File: config.mk
export PLATFORM = sky130hd
export DESIGN_NAME = pwm_capture
export DESIGN_NICKNAME = d
export VERILOG_FILES = /design/src/rtl/pwm_capture.sv
export SDC_FILE = /design/constraint.sdc
export NUM_CORES = 1
export LEC_CHECK = 0
export CORE_AREA = 10 10 166 168
export CTS_CLUSTER_DIAMETER = 50
export DETAILED_ROUTE_END_ITERATION = 7
export DIE_AREA = 0 0 176 178
export PLACE_DENSITY_LB_ADDON = 0.12
export SLEW_MARGIN = 20
export SYNTH_ARGS = -nofsm -noshare
export SYNTH_HDL_FRONTEND = slang
export SYNTH_SLANG_ARGS = --single-unit
File: constraint.sdc
create_clock -name clk -period 5 [get_ports clk]
set_input_delay 0.5 -clock clk [delete_from_list [all_inputs] [get_ports clk]]
set_output_delay 0.5 -clock clk [all_outputs]
set_load 0.05 [all_outputs]
File: src/rtl/pwm_capture.sv
// Pulse-train capture: synchronizes pwm_in, then measures high time and period in clk cycles.
// Emits one valid strobe per completed period and a timeout strobe when an expected edge never comes.
module pwm_capture #(
  parameter int          SYNC_STAGES = 2,
  parameter int          CNT_W       = 32,
  parameter int unsigned TIMEOUT     = 32'd5000000
) (
  input  logic             clk,
  input  logic             reset,
  input  logic             enable,
  input  logic             pwm_in,
  output logic [CNT_W-1:0] period,
  output logic [CNT_W-1:0] dutty,
  output logic             valid,
  output logic             timeout,
  output logic             busy,
  output logic [1:0]       dbg_state
);

  typedef enum logic [1:0] {
    S_IDLE = 2'd0,
    S_ARM  = 2'd1,
    S_HIGH = 2'd2,
    S_LOW  = 2'd3
  } state_t;

  localparam logic [CNT_W-1:0] CNT_MAX = '1;
  localparam logic [CNT_W-1:0] TO_LIM  = CNT_W'(TIMEOUT);

  logic [SYNC_STAGES-1:0] r_sync;
  logic                   r_s_d;
  state_t                 r_state;
  logic [CNT_W-1:0]       r_cnt_p;
  logic [CNT_W-1:0]       r_cnt_h;
  logic [CNT_W-1:0]       r_cnt_to;
  logic [CNT_W-1:0]       r_period;
  logic [CNT_W-1:0]       r_dutty;
  logic                   r_valid;
  logic                   r_timeout;

  logic   w_s;
  logic   w_rise;
  logic   w_fall;
  logic   w_to_hit;
  state_t w_next;
  logic   w_start;
  logic   w_capture;
  logic   w_timeout;
  logic   w_enter;

  // Edge detect sits after the synchronizer so rise and fall see the same delay.
  assign w_s    = r_sync[SYNC_STAGES-1];
  assign w_rise = w_s & ~r_s_d;
  assign w_fall = ~w_s & r_s_d;

  always_ff @(posedge clk) begin
    if (reset) begin
      r_sync <= '0;
      r_s_d  <= 1'b0;
    end else begin
      r_sync <= {r_sync[SYNC_STAGES-2:0], pwm_in};
      r_s_d  <= w_s;
    end
  end

  assign w_to_hit = (r_cnt_to >= TO_LIM);

  always_ff @(posedge clk) begin
    if (reset) r_state <= S_IDLE;
    else       r_state <= w_next;
  end

  // Edges take priority over the timeout, so a coinciding rise still reports.
  always_comb begin
    w_next    = r_state;
    w_start   = 1'b0;
    w_capture = 1'b0;
    w_timeout = 1'b0;
    if (!enable) begin
      w_next = S_IDLE;
    end else begin
      case (r_state)
        S_IDLE: w_next = S_ARM;
        S_ARM: begin
          if (w_rise) begin
            w_next  = S_HIGH;
            w_start = 1'b1;
          end else if (w_to_hit) begin
            w_next    = S_ARM;
            w_timeout = 1'b1;
          end
        end
        S_HIGH: begin
          if (w_fall) begin
            w_next = S_LOW;
          end else if (w_to_hit) begin
            w_next    = S_ARM;
            w_timeout = 1'b1;
          end
        end
        S_LOW: begin
          if (w_rise) begin
            w_next    = S_HIGH;
            w_start   = 1'b1;
            w_capture = 1'b1;
          end else if (w_to_hit) begin
            w_next    = S_ARM;
            w_timeout = 1'b1;
          end
        end
        default: w_next = S_IDLE;
      endcase
    end
  end

  assign w_enter = (w_next != r_state) || w_timeout;

  // The state-local timeout counter reads 1 in the first cycle of each state.
  always_ff @(posedge clk) begin
    if (reset) begin
      r_cnt_to <= '0;
      r_cnt_p  <= '0;
      r_cnt_h  <= '0;
    end else begin
      if (w_next == S_IDLE)          r_cnt_to <= '0;
      else if (w_enter)              r_cnt_to <= {{(CNT_W-1){1'b0}}, 1'b1};
      else if (r_cnt_to != CNT_MAX)  r_cnt_to <= r_cnt_to + 1'b1;

      if (w_next == S_IDLE || w_next == S_ARM) begin
        r_cnt_p <= '0;
        r_cnt_h <= '0;
      end else if (w_start) begin
        r_cnt_p <= {{(CNT_W-1){1'b0}}, 1'b1};
        r_cnt_h <= {{(CNT_W-1){1'b0}}, 1'b1};
      end else begin
        if (r_cnt_p != CNT_MAX) r_cnt_p <= r_cnt_p + 1'b1;
        if (r_state == S_HIGH && !w_fall && r_cnt_h != CNT_MAX) r_cnt_h <= r_cnt_h + 1'b1;
      end
    end
  end

  // valid/timeout are single-cycle strobes with no back-pressure; period/dutty are
  // stable from the valid cycle until the next valid.
  always_ff @(posedge clk) begin
    if (reset) begin
      r_period  <= '0;
      r_dutty   <= '0;
      r_valid   <= 1'b0;
      r_timeout <= 1'b0;
    end else begin
      r_valid   <= w_capture;
      r_timeout <= w_timeout;
      if (w_capture) begin
        r_period <= r_cnt_p;
        r_dutty  <= r_cnt_h;
      end
    end
  end

  assign period    = r_period;
  assign dutty     = r_dutty;
  assign valid     = r_valid;
  assign timeout   = r_timeout;
  assign busy      = (r_state != S_IDLE);
  assign dbg_state = r_state;

endmodule

==> results of run 1 <==
worst min-delay path, stage by stage (launching register included):
cell and delay (ps):
dfxtp_1 310, nand2_1 50, a21oi_1 50
cell families after synthesis:
logic type	share of synthesized area [%]
AOI/OAI and AO/OA	19.3
xor gates and xnor gates	2.24
adders and majority gates	0.675
buffers and inverters	4.47
DFF	45.1
muxes	0.405
other	0.0506
and+or+nand+nor	27.8
power by group through the flow:
stage / combinational (uW) / clock [uW] / sequential (uW)
global placement: 42.8 / 0 / 1370
floorplan: 28.1 / 0 / 1370
finish: 41.0 / 1350 / 1340
detailed placement: 42.6 / 0 / 1370
CTS: 42.8 / 1390 / 1340
global route: 46.4 / 1450 / 1340
cells in the final DEF, fill, tap and decap left out, types with 3 or more instances in the layout:
| cell type | n |
|---|---|
| nand2_1 | 165 |
| nand3_1 | 40 |
| nor4b_1 | 3 |
| or4_1 | 17 |
| or3_1 | 41 |
| xor2_1 | 6 |
| o41ai_1 | 3 |
| conb_1 | 9 |
| o31ai_1 | 16 |
| nor2_1 | 30 |
| nor2b_1 | 5 |
| dfxtp_1 | 167 |
| buf_4 | 8 |
| and4_1 | 10 |
| nor4_1 | 6 |
| bufinv_16 | 3 |
| xnor2_1 | 13 |
| a2111oi_0 | 5 |
| a31o_2 | 3 |
| and3_1 | 5 |
| clkinv_2 | 4 |
| clkdlybuf4s50_1 | 71 |
| clkinvlp_4 | 3 |
| clkbuf_16 | 17 |
| and2_1 | 4 |
| ha_1 | 4 |
| nand2b_1 | 4 |
| a211oi_1 | 52 |
| a21oi_1 | 77 |
| or2_2 | 4 |
| inv_1 | 14 |
| nand4_1 | 25 |
| nor3_1 | 19 |
| mux2i_1 | 3 |
| o21ai_0 | 46 |
layout make-up:
type / count / share of cell area (%)
clock buffer: 19 / 4.94
sequential: 167 / 37.3
timing repair buffer: 80 / 8.66
antenna: 1 / 0.0279
inverter: 14 / 0.586
tap: 324 / 4.52
clock inverter: 12 / 1.68
multi-input combinational: 654 / 42.3
synthesized netlist by cell type, types with 5 or more instances:
cell type / count
nor2_1: 30
nand2_1: 165
buf_4: 5
a2111oi_0: 5
xnor2_1: 13
inv_1: 14
and4_1: 10
o31ai_1: 16
and3_1: 6
nor4_1: 6
nor2b_1: 5
xor2_1: 6
nand4_1: 25
dfxtp_1: 167
or3_1: 41
a21oi_1: 77
nor3_1: 19
o21ai_0: 46
a211oi_1: 52
or4_1: 17
clkbuf_1: 36
nand3_1: 41
nand2b_1: 5
worst min-delay path by stage:
stage | from | to | slack (ps) | depth (start not counted)
final | period[28] | period[28] | 450 | 2
after global routing | period[18] | period[18] | 470 | 2
after CTS | period[28] | period[28] | 460 | 2
after detailed placement | period[28] | period[28] | 450 | 2
after global placement | period[3] | period[3] | 440 | 2
after floorplan | r_sync[0] | r_sync[1] | 410 | 1
state kept, by name, indices dropped and copies added (netlist names):
name,count
r_cnt_p,32
dutty,32
dbg_state,2
r_cnt_h,32
r_sync,2
r_s_d,1
period,32
r_cnt_to,32
valid,1
timeout,1
per-layer routing:
| layer | global-route usage (%) | part of all wire [%] | vias up | wire (um) |
|---|---|---|---|---|
| met3 | 3.19 | 5.1 | 15 | 1010 |
| met2 | 18.0 | 41 | 110 | 8190 |
| li1 | - | - | 3332 | - |
| met4 | 4.03 | 1.1 | 0 | 226 |
| met1 | 18.1 | 52 | 2996 | 10400 |
| met5 | 0 | 0 | - | 0 |
per-stage QoR:
step	worst slack (ps)	cell area, um^2	hold WS, ps	power, uW	cells
2_1_floorplan	2680	7450	414	1400	887
3_3_place_gp	2360	8370	443	1410	1239
3_5_place_dp	2300	8370	446	1410	1239
4_1_cts	2350	8960	455	2780	1270
5_1_grt	2160	8960	473	2840	1270
6_report	2350	8960	453	2730	1271
==> results.sh, run 1 <==
export IMPL_num_vias=6453
export IMPL_crit_path_max_fanout=65
export IMPL_ys_types=66
export IMPL_p_per_area_mw_per_mm2=305
export IMPL_slowest_stage="buf_4"
export IMPL_worst_setup_path_start_kind="flop"
export IMPL_slew_viol_final=0
export IMPL_n_fill_cell=2538
export IMPL_criticalPathCategory="flop to flop"
export IMPL_rows=57
export IMPL_cts_sinks=167
export IMPL_p_sw_share_pct=21.7
export IMPL_die_y_um=178
export IMPL_postSynthAreaPerCell_um2=8.44
export IMPL_antenna_found_initial=0
export IMPL_synth_edff_count=0
export IMPL_ys_seq_area_share_pct=45.1
export IMPL_switchingPower_uw=592
export IMPL_synth_top_area_cell="dfxtp_1"
export IMPL_core_area_mm2=0.0241
export IMPL_cts_tree="yes"
export IMPL_multi_input_area_mm2=0.00379
export IMPL_drt_initial_drc_count=358
export IMPL_path_cells="or4_1 -> or3_1 -> a211o_1 -> a31oi_4 -> buf_4 -> a2111oi_0"
export IMPL_r2r_cells=6
export IMPL_ir_worst_vdd_v=0.000179
export IMPL_synth_area_mm2=0.00742
export IMPL_reg2reg_slack_ps=2350
export IMPL_p_seq_share_pct=49.0
export IMPL_path_depth=6
export IMPL_grt_max_degree=69
export IMPL_cts_root_buf="clkbuf_16"
export IMPL_cellInternalPower_uw=2140
export IMPL_ant_nets=0
export IMPL_ctsHoldBuffers=0
export IMPL_dpl_hpwl_um=13500
export IMPL_gp_congestion=0.738
export IMPL_reg2reg_to="r_cnt_h[20]"
export IMPL_grt_usage_pct=12.6
export IMPL_worstPathArrival_ps=2910
export IMPL_clk_latency_ps=420
export IMPL_fin_setup_tns_ps=0
export IMPL_firstDrtPassIters=4
export IMPL_cts_path_max_buffers=2
export IMPL_avgRoutedWirePerCell_um=15.6
export IMPL_drc=0
export IMPL_cp_end_kind="flop"
export IMPL_worst_slew_pin_slew_ps=976
export IMPL_fmax_mhz=378
export IMPL_setup_viol=0
export IMPL_postSynthCellCount=879
export IMPL_r2r_start="r_cnt_to[27]"
export IMPL_p_clk_share_pct=49.5
export IMPL_cts_setup_buffers=0
export IMPL_cp_num_buf_inv=1
export IMPL_drv_cap=0
export IMPL_wl_um=19800
export IMPL_via_per_inst=5.08
export IMPL_fin_nets=942
export IMPL_yosysWarnings=0
export IMPL_cts_made_buffers=17
export IMPL_portBuffers=72
export IMPL_synthArstFlopShare_pct=0
export IMPL_synthFlopType="dfxtp_1"
export IMPL_pwr_share_comb_pct=1.5
export IMPL_yosys_top_cells_area="dfxtp_1, nand2_1, a211oi_1"
export IMPL_regArea_mm2=0.00334
export IMPL_area_growth_pct=20.8
export IMPL_dieArea_mm2=0.0313
export IMPL_fp_dieW_um=176
export IMPL_finalCritPeriodShare_pct=52.9
export IMPL_htree_levels=4
export IMPL_ioPinCount=73
export IMPL_hold_class="flop to flop"
export IMPL_startpoint="r_cnt_to[27]"
export IMPL_hold_viol_final=0
export IMPL_status="completed"
export IMPL_grt_first_pass_wirelength_um=32700
export IMPL_relSlewSlack_pct=34.5
export IMPL_p_leak_uw=0.00249
export IMPL_period_minus_slack_ps=2650
export IMPL_endpoint="r_cnt_h[20]"
export IMPL_synth_seq_cells=167
export IMPL_grt_pass1_vias=6124
export IMPL_drive_gt1_share_pct=6.66
export IMPL_initial_core_util_pct=30.8
export IMPL_clkTransAtPathRegs_ps=70
export IMPL_cp_top_family="simple AND/OR/NAND/NOR gates"
export IMPL_finClkSkew_ps=9.97
export IMPL_rsz0062_at_grt="false"
export IMPL_final_util_pct=37.2
export IMPL_synth_top_area_share_pct=45.1
export IMPL_cp_required_ps=5260
export IMPL_cts_resized=0
export IMPL_critPathMaxStageDelay_ps=630
export IMPL_overflow=0
No activity file was read; power rests on OpenSTA's default activity.
==> run 2: changes to the inputs <==
==> constraint.sdc (replaced) <==
create_clock -name clk -period 2.7 [get_ports clk]
set_input_delay 0.27 -clock clk [delete_from_list [all_inputs] [get_ports clk]]
set_output_delay 0.27 -clock clk [all_outputs]
set_load 0.05 [all_outputs]
==> run 2 against run 1 <==
Against the previous run:
- sequential power increased by 85%
- via count up 0.45%
- largest cell class unchanged
- register-to-register slack worse by 2000 ps
- highest routed layer unchanged
==> results.sh, run 2 (synthesis results as in run 1) <==
export IMPL_n_fill_cell=2555
export IMPL_dieArea_mm2=0.0313
export IMPL_layout_common_cells="dfxtp_1, nand2_1, a21oi_1, clkdlybuf4s50_1, a211oi_1"
export IMPL_core_area_mm2=0.0241
export IMPL_fin_nets=957
export IMPL_relSlewSlack_pct=50.2
export IMPL_ctsHoldBuffers=0
export IMPL_final_util_pct=37.8
export IMPL_area_growth_pct=22.9
export IMPL_grt_pass1_vias=6061
export IMPL_drt_initial_drc_count=366
export IMPL_initial_core_util_pct=30.8
export IMPL_grt_first_pass_wirelength_um=33000
export IMPL_fmax_mhz=428
export IMPL_ant_nets=0
export IMPL_grt_max_degree=69
export IMPL_grt_busiest_layer="met2"
export IMPL_avgRoutedWirePerCell_um=15.6
export IMPL_die_y_um=178
export IMPL_fin_setup_tns_ps=0
export IMPL_drv_cap=0
export IMPL_holdWs_ps=346
export IMPL_wl_um=20000
export IMPL_status="completed"
export IMPL_clk_latency_ps=420
export IMPL_cts_root_buf="clkbuf_16"
export IMPL_worstPathArrival_ps=2620
export IMPL_finClkSkew_ps=12.0
export IMPL_cts_tree="yes"
export IMPL_cp_required_ps=2990
export IMPL_drc=0
export IMPL_cp_end_kind="flop"
export IMPL_hold_class="input port to flop"
export IMPL_ioPinCount=73
export IMPL_drive_gt1_share_pct=8.22
export IMPL_num_vias=6482
export IMPL_criticalPathCategory="flop to flop"
export IMPL_fp_dieW_um=176
export IMPL_antenna_cells=0
export IMPL_cts_resized=0
export IMPL_clkTransAtPathRegs_ps=70
export IMPL_cts_made_buffers=17
export IMPL_grt_usage_pct=12.8
export IMPL_cts_path_max_buffers=2
export IMPL_setup_viol=0
export IMPL_grt_use_met3_pct=3.17
export IMPL_p_per_area_mw_per_mm2=556
export IMPL_gp_congestion=0.747
export IMPL_cts_sinks=167
export IMPL_via_per_inst=5.04
export IMPL_htree_levels=4
export IMPL_worst_setup_path_start_kind="flop"
export IMPL_r2r_cells=6
export IMPL_firstDrtPassIters=4
export IMPL_rows=57
export IMPL_ir_worst_vdd_v=0.000357
export IMPL_overflow=0
export IMPL_rsz0062_at_grt="false"
export IMPL_setup_ws_ps=364
export IMPL_slew_viol_final=0
export IMPL_antenna_found_initial=0
export IMPL_worst_slew_pin_slew_ps=746
export IMPL_dpl_hpwl_um=13600
export IMPL_p_leak_uw=0.00259
export IMPL_period_minus_slack_ps=2340
export IMPL_finalCritPeriodShare_pct=86.5
export IMPL_final_common_cell="dfxtp_1"
export IMPL_hold_depth=3
export IMPL_cts_setup_buffers=0
export IMPL_met2_usage_pct=18.9
export IMPL_crit_path_max_fanout=64
export IMPL_gr_usage_met1_pct=17.8
export IMPL_hold_viol_final=0
export IMPL_portBuffers=72
export IMPL_post_place_ws_ps=296
==> run 2: cell types whose count changed in the layout (fill, tap and decap cells not counted), sizes merged <==
cell,previous run,this run
clkinvlp,3,0
clkinv,4,5
buf,9,24
bufinv,3,2
diode,1,0
clkbuf,19,22
==> run 2: cell type report <==
type	instances	area, um^2	share of cell area [%]
Clock buffer	22	494	5.42
Timing Repair Buffer	95	913	10.0
Sequential cell	167	3340	36.7
Clock inverter	9	114	1.25
Tap cell	324	405	4.45
Inverter	14	52.6	0.577
Multi-Input combinational cell	654	3790	41.6
==> run 2: metal layers <==
metal  vias up  part of all wire, %
met4         0                  1.2
met1      3019                   52
met2        93                   42
met5         -                    0
li1       3355                    -
met3        15                  4.7
==> run 2: worst paths after layout <==
| check | slack, ps | from | to |
|---|---|---|---|
| min | 350 | reset | r_cnt_to[0] |
| min reg2reg | 450 | r_sync[0] | r_sync[1] |
| max reg2reg | 360 | r_cnt_to[27] | r_cnt_p[13] |
| max | 360 | r_cnt_to[27] | r_cnt_p[13] |
==> run 2: worst max-delay path, stage by stage (launching register included) <==
cell and delay [ps]:
dfxtp_1 310, or4_1 540, or3_1 360, a211o_1 290
a31oi_4 230, buf_12 310, a211oi_1 110
==> run 2: where the power goes <==
part	internal [uW]	leakage, uW	switching, uW
combinational	18.3	0.000941	61.7
sequential	2470	0.00135	7.28
clock	1490	0.000303	1010
total	3980	0.00259	1080
==> run 2: metrics by stage <==
stage	std cells	power, uW	instance area, um^2
floorplan	887	2590	7450
global placement	1254	2620	8500
detailed placement	1254	2620	8500
CTS	1285	5140	9110
global route	1285	5260	9110
finish	1285	5060	9110
==> run 3: changes to the inputs <==
--- a/config.mk
+++ b/config.mk
@@ -5,10 +5,12 @@
 export SDC_FILE = /design/constraint.sdc
 export NUM_CORES = 1
 export LEC_CHECK = 0
-export CORE_AREA = 10 10 166 168
+export ABC_AREA = 1
+export CORE_AREA = 10 10 126 128
+export CTS_BUF_LIST = sky130_fd_sc_hd__clkbuf_4 sky130_fd_sc_hd__clkbuf_8
 export CTS_CLUSTER_DIAMETER = 50
 export DETAILED_ROUTE_END_ITERATION = 7
-export DIE_AREA = 0 0 176 178
+export DIE_AREA = 0 0 136 138
 export PLACE_DENSITY_LB_ADDON = 0.12
 export SLEW_MARGIN = 20
 export SYNTH_ARGS = -nofsm -noshare
==> run 3 against run 2 <==
Against the previous run:
- fmax increased by 6.8%
- highest routed layer unchanged
- area after synthesis increased by 5.2%
- critical path type is now flop to primary output
- design area decreased by 0.56%
- synthesized cell count increased by 20%
- sequential share of layout area increased by 0.22 points
- via count increased by 6.5%
- cell count increased by 2.9%
- clock-buffer cell count decreased by 4
- flip-flop and latch count unchanged
- sequential power about the same
==> results.sh, run 3 <==
export IMPL_status="completed"
export IMPL_cp_end_kind="primary output"
export IMPL_synth_area_mm2=0.00780
export IMPL_ir_worst_vdd_v=0.000608
export IMPL_ctsHoldBuffers=0
export IMPL_gp_congestion=0.942
export IMPL_cts_sinks=167
export IMPL_cts_setup_buffers=0
export IMPL_finClkSkew_ps=9.77
export IMPL_reg2reg_slack_ps=640
export IMPL_area_growth_pct=16.1
export IMPL_cts_tree="yes"
export IMPL_synth_top_area_cell="dfxtp_1"
export IMPL_min_to="r_sync[0]"
export IMPL_synth_seq_cells=167
export IMPL_antenna_cells=0
export IMPL_initial_core_util_pct=57.8
export IMPL_portBuffers=72
export IMPL_period_minus_slack_ps=2190
export IMPL_synth_top_area_share_pct=42.9
export IMPL_synthFlopType="dfxtp_1"
export IMPL_synth_most_common_cell="nand2_1"
export IMPL_hold_depth=3
export IMPL_synth_common_cells="nand2_1, dfxtp_1, nor2_1"
export IMPL_cts_path_max_buffers=2
export IMPL_via_per_inst=5.22
export IMPL_worstPathArrival_ps=1920
export IMPL_drv_cap=0
export IMPL_fmax_mhz=457
export IMPL_crit_path_max_fanout=5
export IMPL_synthMuxAreaShare_pct=0
export IMPL_dieArea_mm2=0.0188
export IMPL_ys_seq_area_share_pct=42.9
export IMPL_cts_root_buf="clkbuf_8"
export IMPL_worst_setup_path_start_kind="flop"
export IMPL_reg2reg_to="r_cnt_p[29]"
export IMPL_drt_initial_drc_count=471
export IMPL_synth_top_family_by_area="simple AND/OR/NAND/NOR gates"
export IMPL_cts_made_buffers=17
export IMPL_clk_latency_ps=460
export IMPL_hold_viol_final=0
export IMPL_clkTransAtPathRegs_ps=80
export IMPL_fp_dieW_um=136
export IMPL_yosys_area_share_adder_pct=0.642
export IMPL_synth_xor_area_share_pct=7.52
export IMPL_antenna_found_initial=0
export IMPL_fin_setup_tns_ps=0
export IMPL_ioPinCount=73
export IMPL_grt_max_degree=52
export IMPL_synth_compound_area_share_pct=5.77
export IMPL_worst_slew_pin_slew_ps=729
export IMPL_ant_nets=0
export IMPL_drive_gt1_share_pct=12.3
export IMPL_ys_types=40
export IMPL_avgRoutedWirePerCell_um=14.0
export IMPL_p_per_area_mw_per_mm2=471
export IMPL_synth_simple_area_share_pct=36.0
export IMPL_hold_class="input port to flop"
export IMPL_slew_viol_final=0
export IMPL_yosysWarnings=0
export IMPL_postSynthAreaPerCell_um2=7.39
export IMPL_p_leak_uw=0.00307
export IMPL_setup_viol=0
export IMPL_yosys_top_cells_area="dfxtp_1, nand2_1, nor2_1"
export IMPL_rsz0062_at_grt="false"
export IMPL_final_cell_count_no_fill=1322
export IMPL_hp_start="pwm_in"
export IMPL_criticalPathCategory="flop to primary output"
export IMPL_postSynthCellCount=1056
export IMPL_overflow=0
export IMPL_synthArstFlopShare_pct=0
export IMPL_grt_usage_pct=19.9
export IMPL_grt_first_pass_wirelength_um=31700
export IMPL_fin_nets=1137
export IMPL_cts_resized=0
export IMPL_finalCritPeriodShare_pct=81.0
export IMPL_synth_edff_count=0
export IMPL_htree_levels=4
export IMPL_cp_required_ps=2430
export IMPL_rows=43
export IMPL_final_common_cell="nand2_1"
export IMPL_r2r_cells=10
export IMPL_wl_um=18500
export IMPL_relSlewSlack_pct=51.0
export IMPL_core_area_mm2=0.0135
export IMPL_die_y_um=138
export IMPL_dpl_hpwl_um=13300
export IMPL_firstDrtPassIters=5
export IMPL_dp_cells=1290
export IMPL_num_vias=6906
export IMPL_r2r_start="r_cnt_p[1]"
export IMPL_drc=0
export IMPL_layout_common_cells="nand2_1, dfxtp_1, nor2_1, nand3_1, inv_1"
export IMPL_grt_pass1_vias=6486
run 3: changes by cell type after synthesis, sizes merged, moves of 10 or more:
cell	previous run	this run
and4	10	0
nor3	19	44
xor2	6	49
or4	18	0
o21ai	46	10
clkbuf	38	23
inv	14	89
or3	42	0
nand3	41	98
nand2	165	220
o31ai	16	0
a211oi	54	1
nor2	30	196
run 3: per-layer routing:
metal	up-vias	part of all wire [%]	global-route usage, %
li1	3529	-	-
met1	3178	47	26.5
met2	184	46	31.6
met3	15	5.9	5.14
met4	0	0.90	4.49
met5	-	0	0
run 3: worst max-delay path by stage:
stage	depth (start not counted)	slack, ps	endpoint	startpoint
global placement	14	680	r_cnt_to[22]	r_cnt_to[11]
detailed placement	6	650	period[14]	enable
floorplan	11	730	r_cnt_h[27]	dbg_state[1]
CTS	3	470	busy	dbg_state[0]
finish	3	510	busy	dbg_state[0]
global route	13	430	r_cnt_h[27]	r_cnt_h[0]
run 3: logic make-up (layout without fill, tap and decap cells):
| kind of cell | count (synthesis) | after routing |
|---|---|---|
| compound gates | 88 | 88 |
| xor+xnor | 67 | 67 |
| fa+ha+maj | 4 | 4 |
| buf+inv | 129 | 207 |
| flops | 167 | 167 |
| other cells | 1 | 9 |
| simple gates | 600 | 600 |
run 3: cell type report:
class	instances	area, um^2
sequential	167	3340
timing repair buffer	85	838
tap	180	225
multi-input combinational	768	3940
clock buffer	18	248
fill	1183	4440
inverter	90	340
clock inverter	14	125
run 3: through the flow:
stage / setup WS, ps / power, uW / hold slack (ps) / area [um^2] / utilization, %
6_report: 513 / 4270 / 327 / 9060 / 67.1
5_1_grt: 433 / 4400 / 341 / 9060 / 67.1
4_1_cts: 468 / 4300 / 309 / 9060 / 67.1
3_5_place_dp: 649 / 2630 / 403 / 8690 / 64.3
3_3_place_gp: 679 / 2630 / 403 / 8690 / 64.3
2_1_floorplan: 732 / 2610 / 377 / 7830 / -
run 3: report_power, final:
part           total (uW)  switching (uW)  leakage, uW  internal [uW]
clock                1690             937     0.000185            756
combinational        93.9            70.0      0.00154           24.0
sequential           2480            8.34      0.00135           2470
run 3: critical path, cell delays in order, from the launching register on:
cell             delay [ps]
dfxtp_1                 450
inv_1                   110
nand2_1                 100
clkdlybuf4s50_1         810
